### src/rtl/sipo_pkg.sv
// ----------------------------------------------------------------------------
// sipo_pkg
// Shared types and constants for the SIPO deserializer (receive end of the
// PISO serial link).
//   sipo_state_e    : receiver FSM states (PARITY used only when the build
//                     defines SIPO_PARITY_EN)
//   SIPO_WIDTH_DEF  : default data bits per word
//   sipo_cnt_width  : width of the bit counter for a given word width
// ----------------------------------------------------------------------------
package sipo_pkg;

  typedef enum logic [1:0] {
    IDLE   = 2'd0,
    SHIFT  = 2'd1,
    PARITY = 2'd2
  } sipo_state_e;

  localparam int SIPO_WIDTH_DEF = 4;

  // The counter must be able to hold WIDTH itself (reached before the
  // parity bit when the parity option is built in).
  function automatic int sipo_cnt_width(input int width);
    return $clog2(width + 1);
  endfunction

endpackage

### src/rtl/sipo_deserializer_if.sv
// ----------------------------------------------------------------------------
// sipo_deserializer_if
// Serial link input side and parallel word output side of the deserializer.
//   Serial_In, Bit_Valid, Frame_Start : serial bit stream from the link
//   Out_Ready, Err_Clr                : consumer handshake / sticky clear
//   Parallel_Out, Out_Valid           : assembled word and its valid flag
//   Busy, Overrun, Frame_Err,
//   Parity_Err                        : receiver status
// Modports:
//   slave  : the deserializer
//   master : link source + parallel consumer (environment side)
// ----------------------------------------------------------------------------
interface sipo_deserializer_if
  import sipo_pkg::*;
#(
  parameter int WIDTH = SIPO_WIDTH_DEF
);

  logic             Serial_In;
  logic             Bit_Valid;
  logic             Frame_Start;
  logic             Out_Ready;
  logic             Err_Clr;
  logic [WIDTH-1:0] Parallel_Out;
  logic             Out_Valid;
  logic             Busy;
  logic             Overrun;
  logic             Frame_Err;
  logic             Parity_Err;

  modport slave (
    input  Serial_In, Bit_Valid, Frame_Start, Out_Ready, Err_Clr,
    output Parallel_Out, Out_Valid, Busy, Overrun, Frame_Err, Parity_Err
  );

  modport master (
    output Serial_In, Bit_Valid, Frame_Start, Out_Ready, Err_Clr,
    input  Parallel_Out, Out_Valid, Busy, Overrun, Frame_Err, Parity_Err
  );

endinterface

### src/rtl/sipo_out_reg.sv
// ----------------------------------------------------------------------------
// sipo_out_reg
// Output holding register of the deserializer with valid/ready handshake and
// the sticky error flags.
//   Clk, Rst_n     : clock, async active-low reset
//   word_done      : a complete word is offered this cycle
//   word           : the offered word
//   word_par_err   : parity result belonging to the offered word
//   frame_err_set  : a frame was aborted this cycle
//   out_ready      : consumer takes parallel_out when out_valid=1
//   err_clr        : clears overrun and frame_err (a same-cycle set wins)
//   parallel_out, out_valid, overrun, frame_err, parity_err : registered outputs
// ----------------------------------------------------------------------------
module sipo_out_reg #(
  parameter int WIDTH = 4
) (
  input  logic             Clk,
  input  logic             Rst_n,
  input  logic             word_done,
  input  logic [WIDTH-1:0] word,
  input  logic             word_par_err,
  input  logic             frame_err_set,
  input  logic             out_ready,
  input  logic             err_clr,
  output logic [WIDTH-1:0] parallel_out,
  output logic             out_valid,
  output logic             overrun,
  output logic             frame_err,
  output logic             parity_err
);

  logic [WIDTH-1:0] data_r;
  logic             valid_r;
  logic             par_err_r;
  logic             overrun_r;
  logic             frame_err_r;
  logic             accept_s;
  logic             overrun_set_s;

  // Register is free when empty or being drained on this same edge.
  always_comb begin
    accept_s      = (!valid_r) || out_ready;
    overrun_set_s = word_done && !accept_s;
  end

  // Holding register: load on accept, otherwise keep the unconsumed word.
  always_ff @(posedge Clk or negedge Rst_n) begin
    if (!Rst_n) begin
      data_r    <= {WIDTH{1'b0}};
      par_err_r <= 1'b0;
      valid_r   <= 1'b0;
    end else if (word_done && accept_s) begin
      data_r    <= word;
      par_err_r <= word_par_err;
      valid_r   <= 1'b1;
    end else if (!word_done && out_ready) begin
      valid_r   <= 1'b0;
    end else begin
      valid_r   <= valid_r;
    end
  end

  // Sticky error flags; a set on the same edge as a clear takes priority.
  always_ff @(posedge Clk or negedge Rst_n) begin
    if (!Rst_n) begin
      overrun_r   <= 1'b0;
      frame_err_r <= 1'b0;
    end else begin
      if (overrun_set_s) begin
        overrun_r <= 1'b1;
      end else if (err_clr) begin
        overrun_r <= 1'b0;
      end else begin
        overrun_r <= overrun_r;
      end
      if (frame_err_set) begin
        frame_err_r <= 1'b1;
      end else if (err_clr) begin
        frame_err_r <= 1'b0;
      end else begin
        frame_err_r <= frame_err_r;
      end
    end
  end

  assign parallel_out = data_r;
  assign out_valid    = valid_r;
  assign overrun      = overrun_r;
  assign frame_err    = frame_err_r;
  assign parity_err   = par_err_r;

endmodule

### src/rtl/sipo_deserializer.sv
// ----------------------------------------------------------------------------
// sipo_deserializer
// Serial-to-parallel receiver: assembles MSB-first WIDTH-bit words from a
// strobed bit stream with a frame-start marker.
//   Clk   : clock, all state updates on posedge
//   Rst_n : asynchronous active-low reset (discards any partial word)
//   bus   : sipo_deserializer_if.slave (serial inputs, word output, status)
// Build option:
//   SIPO_PARITY_EN : an even-parity bit follows every word; the word is
//                    delivered on the parity-bit edge with Parity_Err.
//                    Without it Parity_Err is constant 0.
// ----------------------------------------------------------------------------
module sipo_deserializer
  import sipo_pkg::*;
#(
  parameter int WIDTH = SIPO_WIDTH_DEF
) (
  input  logic                Clk,
  input  logic                Rst_n,
  sipo_deserializer_if.slave  bus
);

  localparam int              CNT_W    = sipo_cnt_width(WIDTH);
  localparam logic [CNT_W-1:0] LAST_CNT = CNT_W'(WIDTH - 1);

  sipo_state_e      state_r;
  sipo_state_e      state_nxt_s;
  logic [CNT_W-1:0] count_r;
  logic [CNT_W-1:0] count_nxt_s;
  logic [WIDTH-1:0] shreg_r;
  logic [WIDTH-1:0] shreg_nxt_s;
  logic             busy_r;
  logic [WIDTH-1:0] first_s;
  logic [WIDTH-1:0] shifted_s;
  logic             done_s;
  logic [WIDTH-1:0] word_s;
  logic             par_err_s;
  logic             frame_err_set_s;

  // Odd number of ones across word and parity bit means even parity failed.
  function automatic logic parity_fail(input logic [WIDTH-1:0] w, input logic p);
    return ^{w, p};
  endfunction

  // Next state, counter, shift register and word-completion decode.
  always_comb begin
    first_s         = {{(WIDTH-1){1'b0}}, bus.Serial_In};
    shifted_s       = {shreg_r[WIDTH-2:0], bus.Serial_In};
    state_nxt_s     = state_r;
    count_nxt_s     = count_r;
    shreg_nxt_s     = shreg_r;
    done_s          = 1'b0;
    word_s          = shifted_s;
    par_err_s       = 1'b0;
    frame_err_set_s = 1'b0;
    case (state_r)
      IDLE: begin
        if (bus.Bit_Valid && bus.Frame_Start) begin
          shreg_nxt_s = first_s;
          count_nxt_s = CNT_W'(1);
          state_nxt_s = SHIFT;
        end else begin
          state_nxt_s = IDLE;
        end
      end
      SHIFT: begin
        if (bus.Bit_Valid && bus.Frame_Start) begin
          // Abort the partial word; this bit is the MSB of a new one.
          frame_err_set_s = 1'b1;
          shreg_nxt_s     = first_s;
          count_nxt_s     = CNT_W'(1);
        end else if (bus.Bit_Valid && (count_r == LAST_CNT)) begin
          shreg_nxt_s = shifted_s;
`ifdef SIPO_PARITY_EN
          count_nxt_s = count_r + CNT_W'(1);
          state_nxt_s = PARITY;
`else
          count_nxt_s = CNT_W'(0);
          done_s      = 1'b1;
          state_nxt_s = IDLE;
`endif
        end else if (bus.Bit_Valid) begin
          shreg_nxt_s = shifted_s;
          count_nxt_s = count_r + CNT_W'(1);
        end else begin
          state_nxt_s = SHIFT;
        end
      end
`ifdef SIPO_PARITY_EN
      PARITY: begin
        word_s = shreg_r;
        if (bus.Bit_Valid && bus.Frame_Start) begin
          frame_err_set_s = 1'b1;
          shreg_nxt_s     = first_s;
          count_nxt_s     = CNT_W'(1);
          state_nxt_s     = SHIFT;
        end else if (bus.Bit_Valid) begin
          done_s      = 1'b1;
          par_err_s   = parity_fail(shreg_r, bus.Serial_In);
          count_nxt_s = CNT_W'(0);
          state_nxt_s = IDLE;
        end else begin
          state_nxt_s = PARITY;
        end
      end
`endif
      default: begin
        state_nxt_s = IDLE;
        count_nxt_s = CNT_W'(0);
        shreg_nxt_s = {WIDTH{1'b0}};
      end
    endcase
  end

  // FSM, counter and shift register state; Busy registered from next state.
  always_ff @(posedge Clk or negedge Rst_n) begin
    if (!Rst_n) begin
      state_r <= IDLE;
      count_r <= CNT_W'(0);
      shreg_r <= {WIDTH{1'b0}};
      busy_r  <= 1'b0;
    end else begin
      state_r <= state_nxt_s;
      count_r <= count_nxt_s;
      shreg_r <= shreg_nxt_s;
      busy_r  <= (state_nxt_s != IDLE);
    end
  end

  logic [WIDTH-1:0] pout_s;
  logic             valid_s;
  logic             overrun_s;
  logic             frame_err_s;
  logic             parity_err_s;

  sipo_out_reg #(
    .WIDTH (WIDTH)
  ) u_out_reg (
    .Clk           (Clk),
    .Rst_n         (Rst_n),
    .word_done     (done_s),
    .word          (word_s),
    .word_par_err  (par_err_s),
    .frame_err_set (frame_err_set_s),
    .out_ready     (bus.Out_Ready),
    .err_clr       (bus.Err_Clr),
    .parallel_out  (pout_s),
    .out_valid     (valid_s),
    .overrun       (overrun_s),
    .frame_err     (frame_err_s),
    .parity_err    (parity_err_s)
  );

  assign bus.Parallel_Out = pout_s;
  assign bus.Out_Valid    = valid_s;
  assign bus.Busy         = busy_r;
  assign bus.Overrun      = overrun_s;
  assign bus.Frame_Err    = frame_err_s;
  assign bus.Parity_Err   = parity_err_s;

endmodule

### src/flat_wrapper.sv
// flat-port wrapper written by rule: the top's interface ports become plain ports
module sipo_deserializer_flat import sipo_pkg::*;
#(
  parameter int WIDTH = SIPO_WIDTH_DEF
)
  (Clk, Rst_n, bus_Serial_In, bus_Bit_Valid, bus_Frame_Start, bus_Out_Ready, bus_Err_Clr, bus_Parallel_Out, bus_Out_Valid, bus_Busy, bus_Overrun, bus_Frame_Err, bus_Parity_Err);
  sipo_deserializer_if #(.WIDTH(WIDTH)) bus_i ();
  input  logic Clk;
  input  logic Rst_n;
  input wire logic [$bits(bus_i.Serial_In)-1:0] bus_Serial_In;
  input wire logic [$bits(bus_i.Bit_Valid)-1:0] bus_Bit_Valid;
  input wire logic [$bits(bus_i.Frame_Start)-1:0] bus_Frame_Start;
  input wire logic [$bits(bus_i.Out_Ready)-1:0] bus_Out_Ready;
  input wire logic [$bits(bus_i.Err_Clr)-1:0] bus_Err_Clr;
  output wire logic [$bits(bus_i.Parallel_Out)-1:0] bus_Parallel_Out;
  output wire logic [$bits(bus_i.Out_Valid)-1:0] bus_Out_Valid;
  output wire logic [$bits(bus_i.Busy)-1:0] bus_Busy;
  output wire logic [$bits(bus_i.Overrun)-1:0] bus_Overrun;
  output wire logic [$bits(bus_i.Frame_Err)-1:0] bus_Frame_Err;
  output wire logic [$bits(bus_i.Parity_Err)-1:0] bus_Parity_Err;
  assign bus_i.Serial_In = bus_Serial_In;
  assign bus_i.Bit_Valid = bus_Bit_Valid;
  assign bus_i.Frame_Start = bus_Frame_Start;
  assign bus_i.Out_Ready = bus_Out_Ready;
  assign bus_i.Err_Clr = bus_Err_Clr;
  assign bus_Parallel_Out = bus_i.Parallel_Out;
  assign bus_Out_Valid = bus_i.Out_Valid;
  assign bus_Busy = bus_i.Busy;
  assign bus_Overrun = bus_i.Overrun;
  assign bus_Frame_Err = bus_i.Frame_Err;
  assign bus_Parity_Err = bus_i.Parity_Err;
  sipo_deserializer #(.WIDTH(WIDTH)) u_core (.Clk(Clk), .Rst_n(Rst_n), .bus(bus_i));
endmodule
### config.mk
export PLATFORM = sky130hd
export DESIGN_NAME = sipo_deserializer_flat
export DESIGN_NICKNAME = d
export VERILOG_FILES = /design/src/rtl/sipo_pkg.sv /design/src/rtl/sipo_deserializer_if.sv /design/src/rtl/sipo_out_reg.sv /design/src/rtl/sipo_deserializer.sv /design/src/flat_wrapper.sv
export SDC_FILE = /design/constraint.sdc
export NUM_CORES = 1
export LEC_CHECK = 0
export ABC_AREA = 1
export CAP_MARGIN = 20
export CORE_MARGIN = 4
export CORE_UTILIZATION = 47
export CTS_CLUSTER_DIAMETER = 150
export DETAILED_ROUTE_END_ITERATION = 6
export PLACE_DENSITY = 0.81
export SLEW_MARGIN = 20
export SYNTH_ARGS = -nofsm -noshare
export SYNTH_HDL_FRONTEND = slang
export SYNTH_SLANG_ARGS = --single-unit
### constraint.sdc
create_clock -name Clk -period 1.66 [get_ports Clk]
set_clock_uncertainty 0.1 [all_clocks]
set_input_delay 0.249 -clock Clk [delete_from_list [all_inputs] [get_ports Clk]]
set_output_delay 0.249 -clock Clk [all_outputs]
set_load 0.03 [all_outputs]
### After elaboration in Yosys (flattened, before gate mapping)

Cells that the tools add are included.

* output and inout bits: 9
* input port bits: 7
* bits in registers: 16
* word-level logic and storage cells: 53

* add/sub/neg operators: 1
* reduce and logical (&&, ||, !) cells: 15
* eq/ne operators: 4
* mux-type cells: 25

Operators with widths (number)
* 2-to-1 mux 3 bit: 8
* case mux 3 bit (2 select lines): 2
* 2-to-1 mux 1 bit: 11
* nonzero test 2 bit: 4
* 2-to-1 mux 2 bit: 3
* logical AND 1 bit: 5
* inequality test 4 x 2 -> 1 bit (second input constant): 1
* case mux 2 bit (2 select lines): 1
* adder 3 x 1 -> 3 bit (second input constant): 1
* equality test 3 x 2 -> 1 bit (second input constant): 1
* logical NOT 1 bit: 3
* equality test 2 x 1 -> 1 bit (second input constant): 1
* logical NOT 2 bit: 1
* inequality test 2 x 1 -> 1 bit (second input constant): 1
* AND reduction 2 bit: 1
* logical OR 1 bit: 1

### Longest topological paths before layout

* depth after elaboration: 9
* gate-level depth with buffers: 6

### By module

A second synthesis with hierarchy kept.

* cells, all modules: 93
* area, all modules: 765.7 µm²

Modules (own cells, without submodules)
* sipo_deserializer: cells an instance 61, area each 457.9 µm², instances 1
* sipo_out_reg: cells an instance 32, area each 307.8 µm², instances 1

### Worst setup path after synthesis

Ideal clock, no wire load.

* kind: register to register
* start point: register u_core.count_r[0]
* end point: register u_core.u_out_reg.data_r[0], in the netlist u_core.u_out_reg.parallel_out[0]
* library setup time: 0.118 ns
* slack: 0.463 ns
* required time: 1.442 ns
* stages on the path, launching flop included: 7
* arrival time: 0.980 ns
* cell sequence: dfrtp_1 -> ha_1 -> nand3_4 -> nor2_8 -> nand3_4 -> nand2_1 -> nand2_1

* cells in the longest elaborated chain, start to end: 6

RTL lines
* start, declared: RTL line sipo_deserializer.sv:28 `logic [CNT_W-1:0] count_r;`
* start signal, assigned: RTL line sipo_deserializer.sv:124 `count_r <= count_nxt_s;`
* equality test 3 x 2 -> 1 bit: RTL line sipo_deserializer.sv:72 `end else if (bus.Bit_Valid && (count_r == LAST_CNT)) begin`
* logical AND 1 bit: RTL line sipo_deserializer.sv:72
* 2-to-1 mux 1 bit: RTL line sipo_deserializer.sv:72
* 2-to-1 mux 1 bit: RTL line sipo_deserializer.sv:67 `if (bus.Bit_Valid && bus.Frame_Start) begin`
* 2-to-1 mux 1 bit: RTL line sipo_deserializer.sv:56 `case (state_r)`
* logical AND 1 bit: RTL line sipo_out_reg.sv:52 `end else if (word_done && accept_s) begin`
* end signal, assigned: RTL line sipo_out_reg.sv:49 `data_r <= {WIDTH{1'b0}};`
* end signal, assigned: RTL line sipo_out_reg.sv:53 `data_r <= word;`
* end, declared: RTL line sipo_out_reg.sv:32 `logic [WIDTH-1:0] data_r;`

No other way between the ends.
A chain may end at the register's enable or synchronous reset.

### Worst setup path in the final report

* start point: register u_core.u_out_reg.data_r[0], in the netlist u_core.u_out_reg.parallel_out[0]
* end point: output bus_Parallel_Out[0]

RTL lines
* end, declared: RTL line flat_wrapper.sv:15 `output wire logic [$bits(bus_i.Parallel_Out)-1:0] bus_Parallel_Out;`

No word-level cell between the ends.

==> flow_summary.json <==
{
  "critPathMaxStageDelay_ps": 410,
  "htreeDepth": 1,
  "power_mw": 0.666,
  "final_area_um2": 926,
  "hpwl_um": 1040,
  "gp_congestion": 0.849,
  "first_pass_iters": 4,
  "areaGrowthSynthToFinish_pct": 28.5,
  "fp.dieH_um": 47.2,
  "synth_cells": 74,
  "wl_per_cell_um": 12.0,
  "seq_area_frac_synth_pct": 55.6,
  "grt_max_degree": 17,
  "io-pin-count": 16,
  "gr-total-overflow": 0,
  "cpMaxStageDelayCell": "dlygate4sd2_1",
  "yosysTopAreaCellShare_pct": 55.6,
  "maxCapViolations": 0,
  "seq_area_um2": 400,
  "route.detailed.drc": 0,
  "hold_violations": 0,
  "synth_area_leaders": "dfrtp_1 (56%), nand2_1 (8.9%), nand3_4 (4.9%)",
  "die_area_um2": 2220,
  "die_x_um": 47.2,
  "core_area_um2": 1370,
  "rows": 13,
  "ys_warn_count": 0,
  "post-route-period-util_pct": 84.0,
  "crit_start": "u_core.u_out_reg.parallel_out[0]",
  "min_period_ps": 1390,
  "worstSetupPathType": "reg2out",
  "cp-start-kind": "flop",
  "ys_ff_latch": 16,
  "nFillCells": 102,
  "detail-route-antenna-nets": 0,
  "drive_gt1_share_pct": 11.8,
  "dpl-instance-area_um2": 891,
  "clk_pin_slew_ps": 80,
  "vias_per_cell": 5.21,
  "io_buffers": 14,
  "slew_viol_final": 0,
  "required_ps": 1310,
  "grt_pass1_wl_um": 2130,
  "status": "completed",
  "path_cells": "dlygate4sd2_1",
  "crit_arrival_ps": 1050,
  "routed_wl_um": 1300,
  "setup_violations": 0,
  "rsz0062_at_grt": "false",
  "synth_area_um2": 721,
  "place_inst": 105,
  "cts.sinks": 16,
  "irDropWorstVdd_mv": 0.560,
  "insertion_delay_ps": 270,
  "antenna_found_initial": 0,
  "fmax_mhz": 717,
  "clock_path_buffers": 2,
  "critPathBufInv": 1,
  "cp_top_family": "buffers and inverters",
  "drtIter0Drc": 17,
  "p_leak_nw": 0.568,
  "min_path_type": "in2async",
  "timing.rr.start": "u_core.count_r[0]",
  "synth_top_area_cell": "dfrtp_1",
  "p_per_area_nw_per_um2": 719,
  "start_util_pct": 52.7,
  "clockRootBuffer": "clkbuf_4",
  "num_vias": 563,
  "track_usage_pct": 13.6,
  "synth_edf_count": 0,
  "synth_most_common_cell": "nand2_1",
  "hold_ws_ps": 183,
  "grt_pass1_vias": 545,
  "cp-end-kind": "primary output",
  "crit_fanout": 2,
  "synthDistinctLibCells": 20,
  "post-cts-setup-buffer-count": 0,
  "cts_tree": "yes",
  "cts_buffers": 3,
  "syn_area_per_cell_um2": 9.74,
  "multi_input_area_um2": 279,
  "antenna_cells": 0,
  "fin_cells": 108,
  "finalSetupTns_ps": 0,
  "synth_flop_cell": "dfrtp_1",
  "final_nets": 103,
  "async_reset_ff_share_pct": 100,
  "ys_top_cells_by_count": "nand2_1 (17), dfrtp_1 (16), inv_1 (9)"
}
-- metal layers --
layer | part of all wire [%] | vias to the layer above | track usage (%) | routed length, µm
met5 | 0 | - | 0 | 0
met4 | 1.8 | 0 | 4.97 | 23
met3 | 8.1 | 6 | 4.21 | 105
met2 | 46 | 19 | 22.8 | 593
met1 | 44 | 258 | 16.3 | 573
li1 | - | 280 | - | -
-- cell families after synthesis --
kind of cell	share of synthesized area, %
AND/OR/NAND/NOR	26.4
buffers and inverters	6.25
other	0.520
flip-flops	55.6
AO/OA/AOI/OAI	9.55
adder cells (fa/ha/maj)	1.74
-- state kept, by name (all words and copies together), names as in the netlist --
name,flops
u_core.bus.Busy,1
u_core.count_r,3
u_core.shreg_r,3
u_core.state_r,2
u_core.u_out_reg.frame_err,1
u_core.u_out_reg.out_valid,1
u_core.u_out_reg.overrun,1
u_core.u_out_reg.parallel_out,4
-- timing repair --
item                                    in CTS  in global routing
gates resized for setup                      2                  6
pin swaps                                    0                  0
hold buffers                                 0                  0
endpoints found under the setup margin       2                  6
-- where the power goes --
| group | switching, mW | internal, mW | total, mW |
|---|---|---|---|
| Combinational | 0.0449 | 0.0299 | 0.0748 |
| Sequential | 0.00605 | 0.399 | 0.405 |
| Clock | 0.102 | 0.0838 | 0.186 |
-- cells in the final DEF, fill, tap and decap left out --
master,synthesis,final
nand2_1,17,17
dfrtp_1,16,16
inv_1,9,9
clkdlybuf4s50_1,0,6
dlymetal6s2s_1,0,6
nand4_1,5,5
o21ai_0,4,4
nor2_1,3,3
nand3_1,3,3
a21oi_1,3,3
clkbuf_4,0,3
nand3_4,2,2
o22ai_1,2,2
conb_1,1,2
dlygate4sd2_1,0,2
buf_4,1,2
nor2_8,1,1
inv_2,1,1
o21ai_1,1,1
o21ai_2,1,1
nor2_2,1,1
o21bai_1,1,1
nand3b_1,1,1
ha_1,1,1
-- final timing paths --
kind	to	depth (start not counted)	slack, ps
setup / recovery	bus_Parallel_Out[0]	1	270
hold / removal	u_core.count_r[2]	2	180
setup reg to reg	u_core.u_out_reg.parallel_out[1]	6	370
hold reg to reg	u_core.u_out_reg.parallel_out[2]	2	380
max in group asynchronous	u_core.state_r[1]	2	1100
min in group Clk	u_core.u_out_reg.parallel_out[2]	2	380
-- layout make-up --
class	count	share of cell area, %
clock buffers	3	2.43
inverters	10	4.05
multi-input cells	48	30.1
flip-flops and latches	16	43.2
well taps	15	2.03
repair buffers	16	18.1
-- stage by stage --
stage	utilization, %	setup slack [ps]
after floorplan	-	463
after global placement	65.2	131
after detailed placement	65.2	90.1
after CTS	66.7	2.56
after global routing	67.8	225
final	67.8	266
No activity file was read; power rests on OpenSTA's default activity.
